### src/rtl/nes_video_pkg.sv
// Shared NES video definitions: screen geometry, pixel types and the 64-entry
// NES master palette used by the scaler and the PPU debug path.
package nes_video_pkg;

  localparam int H_ACTIVE = 640;
  localparam int V_ACTIVE = 480;
  localparam int SRC_W    = 256;
  localparam int SRC_H    = 240;

  typedef logic [5:0]  pal_idx_t;
  typedef logic [23:0] rgb_t;

  // One fetch slot travelling down the scaler pipeline.
  typedef struct packed {
    logic valid;
    logic border;
    logic epoch;
  } slot_t;

  // Entries $20 and $30 are pure white so a full-intensity line is easy to spot.
  localparam rgb_t NES_PALETTE [64] = '{
    24'h747474, 24'h24188C, 24'h0000A8, 24'h44009C, 24'h8C0074, 24'hA80010, 24'hA40000, 24'h7C0800,
    24'h402C00, 24'h004400, 24'h005000, 24'h003C14, 24'h183C5C, 24'h000000, 24'h000000, 24'h000000,
    24'hBCBCBC, 24'h0070EC, 24'h2038EC, 24'h8000F0, 24'hBC00BC, 24'hE40058, 24'hD82800, 24'hC84C0C,
    24'h887000, 24'h009400, 24'h00A800, 24'h009038, 24'h008088, 24'h000000, 24'h000000, 24'h000000,
    24'hFFFFFF, 24'h3CBCFC, 24'h5C94FC, 24'hCC88FC, 24'hF478FC, 24'hFC74B4, 24'hFC7460, 24'hFC9838,
    24'hF0BC3C, 24'h80D010, 24'h4CDC48, 24'h58F898, 24'h00E8D8, 24'h787878, 24'h000000, 24'h000000,
    24'hFFFFFF, 24'hA8E4FC, 24'hC4D4FC, 24'hD4C8FC, 24'hFCC4FC, 24'hFCC4D8, 24'hFCBCB0, 24'hFCD8A8,
    24'hFCE4A0, 24'hE0FCA0, 24'hA8F0BC, 24'hB0FCCC, 24'h9CFCF0, 24'hC4C4C4, 24'h000000, 24'h000000
  };

  // Halve every channel independently (no bleed between R, G and B).
  function automatic rgb_t rgb_dim(input rgb_t c);
    return (c >> 1) & 24'h7F7F7F;
  endfunction

endpackage

### src/rtl/nes_palette_rom.sv
// Registered 6-bit NES colour index to 24-bit RGB lookup, one cycle of latency.
module nes_palette_rom
  import nes_video_pkg::*;
(
  input  logic     clk,
  input  pal_idx_t idx,
  output rgb_t     rgb
);

  always_ff @(posedge clk) begin
    rgb <= NES_PALETTE[idx];
  end

endmodule

### src/rtl/nes_frame_scaler.sv
// 2x scaler from the 256x240 PPU framebuffer into a 640x480 HDMI pixel stream
// with side borders. Define NES_SCANLINE_EN to dim picture pixels on odd lines.
module nes_frame_scaler
  import nes_video_pkg::*;
#(
  parameter int   H_BORDER     = 64,
  parameter rgb_t BORDER_COLOR = 24'h000000,
  parameter int   FIFO_DEPTH   = 4
) (
  input  logic        clk,
  input  logic        i_reset,
  input  logic        i_rd,
  input  logic        i_newline,
  input  logic        i_newframe,
  output logic [23:0] o_pixel,
  output logic        o_fb_rd,
  output logic [15:0] o_fb_addr,
  input  logic [5:0]  i_fb_data,
  output logic        o_underflow
);

  localparam int AW = $clog2(FIFO_DEPTH);
  localparam int CW = AW + 1;
  localparam logic [9:0]  X_END   = 10'(H_ACTIVE);
  localparam logic [9:0]  X_BL    = 10'(H_BORDER);
  localparam logic [9:0]  X_BR    = 10'(H_ACTIVE - H_BORDER);
  localparam logic [8:0]  Y_LAST  = 9'(V_ACTIVE - 1);
  localparam logic [CW:0] DEPTH_L = (CW + 1)'(FIFO_DEPTH);

  logic [9:0]    x_reg;
  logic [8:0]    y_reg;
  logic          epoch_reg;
  slot_t         s1_reg;
  slot_t         s2_reg;
  rgb_t          fifo_mem [FIFO_DEPTH];
  logic [AW-1:0] wr_ptr_reg;
  logic [AW-1:0] rd_ptr_reg;
  logic [CW-1:0] count_reg;

  logic          flush;
  logic          s1_live;
  logic          s2_live;
  logic [1:0]    inflight;
  logic [CW:0]   occupancy;
  logic          issue;
  logic          border;
  logic [9:0]    src_x;
  logic [8:0]    src_y;
  logic          push;
  logic          pop;
  logic          fifo_empty;
  rgb_t          rom_rgb;
  rgb_t          push_rgb;

  assign flush = i_newline | i_newframe;

  // Slots from a previous epoch are dead weight; they must not throttle the refill.
  assign s1_live   = s1_reg.valid && (s1_reg.epoch == epoch_reg);
  assign s2_live   = s2_reg.valid && (s2_reg.epoch == epoch_reg);
  assign inflight  = {1'b0, s1_live} + {1'b0, s2_live};
  assign occupancy = {1'b0, count_reg} + {{(CW - 1){1'b0}}, inflight};

  assign issue  = !i_reset && !flush && (x_reg < X_END) && (occupancy < DEPTH_L);
  assign border = (x_reg < X_BL) || (x_reg >= X_BR);
  assign src_x  = (x_reg - X_BL) >> 1;
  assign src_y  = y_reg >> 1;

  assign o_fb_rd   = issue && !border;
  assign o_fb_addr = o_fb_rd ? (({7'd0, src_y} << 8) + {6'd0, src_x}) : 16'd0;

  nes_palette_rom u_palette_rom (
    .clk (clk),
    .idx (i_fb_data),
    .rgb (rom_rgb)
  );

  always_comb begin
    push_rgb = rom_rgb;
`ifdef NES_SCANLINE_EN
    if (y_reg[0]) begin
      push_rgb = rgb_dim(rom_rgb);
    end
`endif
    if (s2_reg.border) begin
      push_rgb = BORDER_COLOR;
    end
  end

  assign fifo_empty = (count_reg == '0);
  assign push       = s2_live && !flush;
  assign pop        = i_rd && !fifo_empty && !flush;
  assign o_pixel    = fifo_empty ? 24'd0 : fifo_mem[rd_ptr_reg];

  always_ff @(posedge clk) begin
    if (i_reset) begin
      x_reg       <= '0;
      y_reg       <= '0;
      epoch_reg   <= 1'b0;
      s1_reg      <= '0;
      s2_reg      <= '0;
      wr_ptr_reg  <= '0;
      rd_ptr_reg  <= '0;
      count_reg   <= '0;
      o_underflow <= 1'b0;
    end else begin
      s1_reg.valid  <= issue;
      s1_reg.border <= border;
      s1_reg.epoch  <= epoch_reg;
      s2_reg        <= s1_reg;

      if (i_rd && fifo_empty) begin
        o_underflow <= 1'b1;
      end

      if (i_newframe) begin
        x_reg     <= '0;
        y_reg     <= '0;
        epoch_reg <= ~epoch_reg;
      end else if (i_newline) begin
        x_reg     <= '0;
        y_reg     <= (y_reg == Y_LAST) ? Y_LAST : y_reg + 9'd1;
        epoch_reg <= ~epoch_reg;
      end else if (issue) begin
        x_reg <= x_reg + 10'd1;
      end

      // Occupancy throttling guarantees a push never lands on a full FIFO.
      if (flush) begin
        wr_ptr_reg <= '0;
        rd_ptr_reg <= '0;
        count_reg  <= '0;
      end else begin
        if (push) begin
          wr_ptr_reg <= wr_ptr_reg + 1'b1;
        end
        if (pop) begin
          rd_ptr_reg <= rd_ptr_reg + 1'b1;
        end
        case ({push, pop})
          2'b10:   count_reg <= count_reg + 1'b1;
          2'b01:   count_reg <= count_reg - 1'b1;
          default: count_reg <= count_reg;
        endcase
      end
    end
  end

  // Storage needs no reset: the pointers and count define what is valid.
  for (genvar gi = 0; gi < FIFO_DEPTH; gi++) begin : g_fifo
    always_ff @(posedge clk) begin
      if (push && (wr_ptr_reg == AW'(gi))) begin
        fifo_mem[gi] <= push_rgb;
      end
    end
  end

endmodule
### config.mk
export PLATFORM = sky130hd
export DESIGN_NAME = nes_frame_scaler
export DESIGN_NICKNAME = d
export VERILOG_FILES = /design/src/rtl/nes_video_pkg.sv /design/src/rtl/nes_palette_rom.sv /design/src/rtl/nes_frame_scaler.sv
export SDC_FILE = /design/constraint.sdc
export NUM_CORES = 1
export LEC_CHECK = 0
export CORE_AREA = 5 5 133 135
export CTS_BUF_LIST = sky130_fd_sc_hd__clkbuf_8 sky130_fd_sc_hd__clkbuf_16
export CTS_CLUSTER_DIAMETER = 120
export DETAILED_ROUTE_END_ITERATION = 8
export DIE_AREA = 0 0 138 140
export HOLD_SLACK_MARGIN = 0.1
export MAX_ROUTING_LAYER = met4
export PLACE_DENSITY_LB_ADDON = 0.05
export SLEW_MARGIN = 40
export SYNTH_ARGS = -nofsm -noshare
export SYNTH_HDL_FRONTEND = slang
export SYNTH_SLANG_ARGS = --single-unit
### constraint.sdc
create_clock -name clk -period 3.72 [get_ports clk]
set_clock_uncertainty 0.1 [all_clocks]
set_input_delay 1.116 -clock clk [delete_from_list [all_inputs] [get_ports clk]]
set_output_delay 1.116 -clock clk [all_outputs]
set_load 0.01 [all_outputs]
# ---- Word level (Yosys, flattened, before mapping)
# Memory sizes are Yosys's and may differ from the RTL's. A register that Yosys moved wholly into a read port is not among the register bits.
# Index checks and enable logic that the tools add are counted.
dict set report op_classes {
  n_addsub 10
  multipliers 0
  n_div 0
  magnitude_cmp 4
  n_eq_ne 8
  shifts 0
  n_mux 26
  bitwise 3
  n_reduce_logical 29
}
# cell count
set op_table {}
lappend op_table {{$mux 24} 5}
lappend op_table {{$reduce_or 24->1} 3}
lappend op_table {{$add 16x9->16} 1}
lappend op_table {{$mux 16} 1}
lappend op_table {{$logic_and 1x1->1} 14}
lappend op_table {{$mux 1} 13}
lappend op_table {{$add 10x1->10 const B} 1}
lappend op_table {{$ge 10x10->1 const B} 1}
lappend op_table {{$lt 10x10->1 const B} 1}
lappend op_table {{$lt 10x7->1 const B} 1}
lappend op_table {{$mux 2} 5}
lappend op_table {{$sub 10x7->10 const B} 1}
lappend op_table {{$add 9x1->9 const B} 1}
lappend op_table {{$eq 9x9->1 const B} 1}
lappend op_table {{$mux 9} 1}
lappend op_table {{$not 6->7} 1}
lappend op_table {{$eq 2x2->1 const B} 3}
lappend op_table {{$pmux 3 s2} 1}
lappend op_table {{$add 2x1->2 const B} 2}
lappend op_table {{$add 3x2->4} 1}
lappend op_table {{$eq 2x1->1 const B} 2}
lappend op_table {{$logic_not 1->1} 4}
lappend op_table {{$lt 4x3->1 const B} 1}
lappend op_table {{$reduce_bool 2->1} 2}
lappend op_table {{other kinds (11)} 13}
dict set report word_totals {
  ff_bits 34
  latchBits 0
  ram_bits 96
  rom_bits 1536
  output_inout_bits 42
  word_cells 95
  memories 2
}
# memory depth word_bits read_ports rd_ports_with_merged_regs write_ports line
set memory_table {}
lappend memory_table {{(name not given)} 64 24 1 1 0 nes_palette_rom.sv:11} ;# rgb <= NES_PALETTE[idx];
lappend memory_table {fifo_mem 4 24 1 1 1 nes_frame_scaler.sv:35} ;# rgb_t fifo_mem [FIFO_DEPTH];

# ---- Logic depth before layout (Yosys ltp)
dict set report depth {
  word_depth 10
  depth_mapped 11
  depth_no_buf 10
}

# ---- Hierarchy
# A second synthesis with hierarchy kept.
dict set report unflattened {
  hier_cells 688
  hier_area_um2 7752.4
}
# module instances cells_each area_each_um2 seq_area_each_um2
set by_module_without_submodules {}
lappend by_module_without_submodules {nes_frame_scaler 1 417 5760.5 3603.5}
lappend by_module_without_submodules {nes_palette_rom 1 271 1991.9 380.4}

# ---- Worst setup path after synthesis
# OpenSTA, ideal clock, no wires.
dict set report synth_timing {
  path_type {in2out}
  from {in i_newline}
  to {out o_fb_addr[10]}
  arrival_time_ps 2088
  setup_slack_ps 416
  path_stages 6
  n_path_buf 2
  cell_sequence {buf_6 -> a211oi_4 -> and2_2 -> o211ai_1 -> buf_2 -> nor2_1}
}
dict set report synth_between {
  elab_chain_len 7
}
# element line
set synth_lines {}
lappend synth_lines {{from (decl)} nes_frame_scaler.sv:13} ;# input logic i_newline,
lappend synth_lines {{$or 1x1->1} nes_frame_scaler.sv:55} ;# assign flush = i_newline | i_newframe;
lappend synth_lines {{$logic_not 1->1} nes_frame_scaler.sv:63} ;# assign issue = !i_reset && !flush && (x_reg < X_END) && (occupancy < DEPTH_L);
lappend synth_lines {{$logic_and 1x1->1 (3 in a row)} nes_frame_scaler.sv:63}
lappend synth_lines {{$logic_and 1x1->1} nes_frame_scaler.sv:68} ;# assign o_fb_rd = issue && !border;
lappend synth_lines {{$mux 16} nes_frame_scaler.sv:69} ;# assign o_fb_addr = o_fb_rd ? (({7'd0, src_y} << 8) + {6'd0, src_x}) : 16'd0;
lappend synth_lines {{to (decl)} nes_frame_scaler.sv:17} ;# output logic [15:0] o_fb_addr,
# Every way passes these cells.

# ---- Worst setup path in the final report
dict set report layout_timing {
  from {in i_newline}
  to {out o_fb_addr[14]}
}
# The elaborated chain is that of the path after synthesis.

==> flow_summary.yaml <==
yosys:
  ys_ff_latch: 131
  synth_fp_nets: 675
  synth_top_cells_by_area: "edfxtp_1 33%, dfxtp_1 16%, mux4_2 7.4%, ha_1 4.6%, nor2b_1 3.3%"
  synth_top_area_share_pct: 32.6
  yosysSeqAreaShare_pct: 48.3
  synth_cells: 637
  syn_avg_cell_area_um2: 11.0
  synth.distinct_cells: 73
  yosysTopAreaCell: "edfxtp_1"
  synth_flop_cell: "edfxtp_1"
  ys.warnings.count: 0
  synth-edff-count: 76
  syn_area_mm2: 0.00701
  synth-async-reset-ratio_pct: 0
finish:
  largest_register_ffs: 76
  design_area_mm2: 0.00839
  num-fill-cells: 1552
  final_nets: 735
  syn_to_final_growth_pct: 19.8
  drive_above_1_share_pct: 16.1
  fin_cells: 930
  antennaDiodeCount: 0
timing:
  fin_ws_ns: 0.0930
  setup_viol: 0
  fin_crit_sh_pct: 97.5
  finalMaxSlewViolations: 0
  layout_min_cycle_time_ns: 3.63
  worstMarginPinSlew_ns: 0.707
  max_freq_ghz: 0.276
  finalSetupTns_ns: 0
  rsz0062_at_grt: "true"
  report.final.hold_viol_count: 0
  slew_headroom_pct: 52.8
global_route:
  globalRoute.totalOverflow: 0
  grt.total_usage_pct: 17.7
  grt_max_degree: 44
  grt_pass1_wl_um: 26700
  antenna_found_initial: 0
  grt_pass1_vias: 4937
critical_path:
  worstPathCellList: "dlygate4sd2_1, a211oi_4, and2_2, o211ai_1, buf_4, nor2_1, dlygate4sd2_1"
  start_kind: "input pin"
  path_class: "input pin to output port"
  max_stage_delay_ns: 0.27
  crit_slowest_cell: "dlygate4sd2_1"
  cpMostUsedCell: "dlygate4sd2_1"
  cp.required_ns: 2.50
  cp_max_fo: 10
  arrival_ns: 2.41
  crit_path_end_kind: "output port"
drt:
  wl_per_cell_um: 17.6
  finalWirelength_um: 16400
  route.vias.total: 5058
  ant_nets: 0
  drt_iter0_drc: 370
  firstDrtPassIters: 5
  drcViolationCount: 0
  drt-vias-per-instance: 5.44
die:
  die-area_mm2: 0.0193
  rows: 47
  dieWidth_um: 138
  ios: 53
  die_y_um: 140
  initial_core_util_pct: 42.9
  coreArea_mm2: 0.0163
place:
  gpl.final_weighted_congestion: 0.879
  place_area_mm2: 0.00784
  port_buffers: 52
  dp_slack_ns: -0.452
  place_inst: 896
  dp_hpwl_um: 11200
run_status:
  outcome: "finished clean"
clocking:
  h-tree-depth: 4
  clockBufferDepth: 2
  cts_num_sinks: 131
  clk_pin_slew_ns: 0.05
  clk_latency_ns: 0.41
  cts_tree: "yes"
  numCtsBuffers: 17
  clockRootBuffer: "clkbuf_16"
pwr:
  peakVddDrop_v: 0.000320
  cellPowerDensity_mw_per_mm2: 408
  cellLeakagePower_nw: 2.99
flow_run:
  maxCapViolations: 0
hold_path:
  hold_path.class: "flip-flop to flip-flop"
layout make-up:
cell class / count / area (um^2) / share of cell area [%]
Clock buffer: 17 / 425 / 5.07
Clock inverter: 15 / 125 / 1.49
Timing Repair Buffer: 90 / 806 / 9.60
Tap cell: 220 / 275 / 3.28
Inverter: 19 / 71.3 / 0.850
Sequential cell: 131 / 3380 / 40.3
Multi-Input combinational cell: 438 / 3310 / 39.4
where the power goes:
| part | switching (mW) | leakage (nW) | internal (mW) |
|---|---|---|---|
| Combinational | 0.177 | 1.58 | 0.120 |
| Clock | 0.574 | 0.271 | 0.963 |
| Sequential | 0.0149 | 1.14 | 1.58 |
path summary, 6_finish.rpt:
path | startpoint | endpoint | slack (ns) | cells after the start
setup / recovery | i_newline | o_fb_addr[14] | 0.09 | 7
hold / removal | s1_reg[1]$_SDFF_PP0_ | s2_reg[1]$_SDFF_PP0_ | 0.34 | 1
setup reg to reg | count_reg[1]$_SDFFE_PP0P_ | count_reg[2]$_SDFFE_PP0P_ | 1.15 | 8
hold reg to reg | s1_reg[1]$_SDFF_PP0_ | s2_reg[1]$_SDFF_PP0_ | 0.34 | 1
critical path: cells and delay by family:
kind | cells | cell delay, ns
AO/OA/AOI/OAI | 2 | 0.28
buffers and inverters | 3 | 0.74
AND/OR/NAND/NOR | 2 | 0.28
per-layer routing:
| layer | track usage [%] | part of all wire [%] | vias up |
|---|---|---|---|
| met5 | - | 0 | - |
| met4 | 4.99 | 1.3 | 0 |
| met3 | 3.58 | 4.1 | 22 |
| met2 | 26.8 | 46 | 123 |
| met1 | 24.5 | 48 | 2468 |
| li1 | - | - | 2445 |
synth_stat cells, types with 5 or more instances:
| library cell | count |
|---|---|
| edfxtp_1 | 76 |
| dfxtp_1 | 55 |
| nand2_1 | 41 |
| nor2_1 | 40 |
| nor2b_1 | 37 |
| and2_1 | 33 |
| a21oi_1 | 31 |
| ha_1 | 26 |
| mux4_2 | 23 |
| o21ai_0 | 19 |
| inv_1 | 18 |
| clkbuf_1 | 17 |
| buf_2 | 15 |
| nand2b_1 | 14 |
| nand3_1 | 13 |
| xnor2_1 | 12 |
| buf_4 | 11 |
| nor3_1 | 11 |
| o211ai_1 | 11 |
| xor2_1 | 11 |
| mux2i_1 | 8 |
| nand4_1 | 8 |
| o31ai_1 | 8 |
| a31oi_1 | 7 |
| a211oi_1 | 5 |
kinds of logic after synthesis:
| family | after synthesis | share of synthesized area (%) |
|---|---|---|
| XOR/XNOR | 23 | 2.88 |
| adder cells (fa/ha/maj) | 28 | 5.07 |
| buffers and inverters | 68 | 4.73 |
| flip-flops | 131 | 48.3 |
| AO/OA/AOI/OAI | 123 | 12.1 |
| AND/OR/NAND/NOR | 229 | 17.7 |
| multiplexers | 35 | 9.18 |
metrics by stage:
stage                     power, mW  hold WS (ns)  utilization (%)
after floorplan                1.82         0.314                -
after global placement         1.91         0.334             48.0
after detailed placement       1.92         0.332             48.0
after CTS                      3.46         0.349             51.3
after global routing           3.57         0.361             51.3
final                          3.43         0.344             51.3
placed cells by master (no fill, tap or decap), types with 5 or more instances in the layout:
cell type	Yosys	routed
buf_4	11	35
clkinv_1	1	5
inv_1	18	19
clkbuf_16	0	17
dlygate4sd2_1	0	10
nor2_1	40	40
a21oi_1	31	31
ha_1	26	25
mux2i_1	8	8
nor3_1	11	10
xnor2_1	12	12
nand2b_1	14	13
nand4_1	8	8
xor2_1	11	11
o31ai_1	8	8
and2_1	33	33
a31oi_1	7	7
o211ai_1	11	11
clkdlybuf4s50_1	0	31
dfxtp_1	55	55
nand2_1	41	41
o21ai_0	19	19
mux4_2	23	23
edfxtp_1	76	76
nor2b_1	37	37
a211oi_1	5	5
nand3_1	13	13
clkdlybuf4s15_1	0	6
timing repair:
action	in CTS	in global routing
pin swaps	0	1
endpoints found under the hold margin	0	0
cloned	0	0
setup endpoints to repair	17	20
buffers inserted	2	0
hold buffers	0	0
gates resized for setup	24	15
No activity file was read; power rests on OpenSTA's default activity.
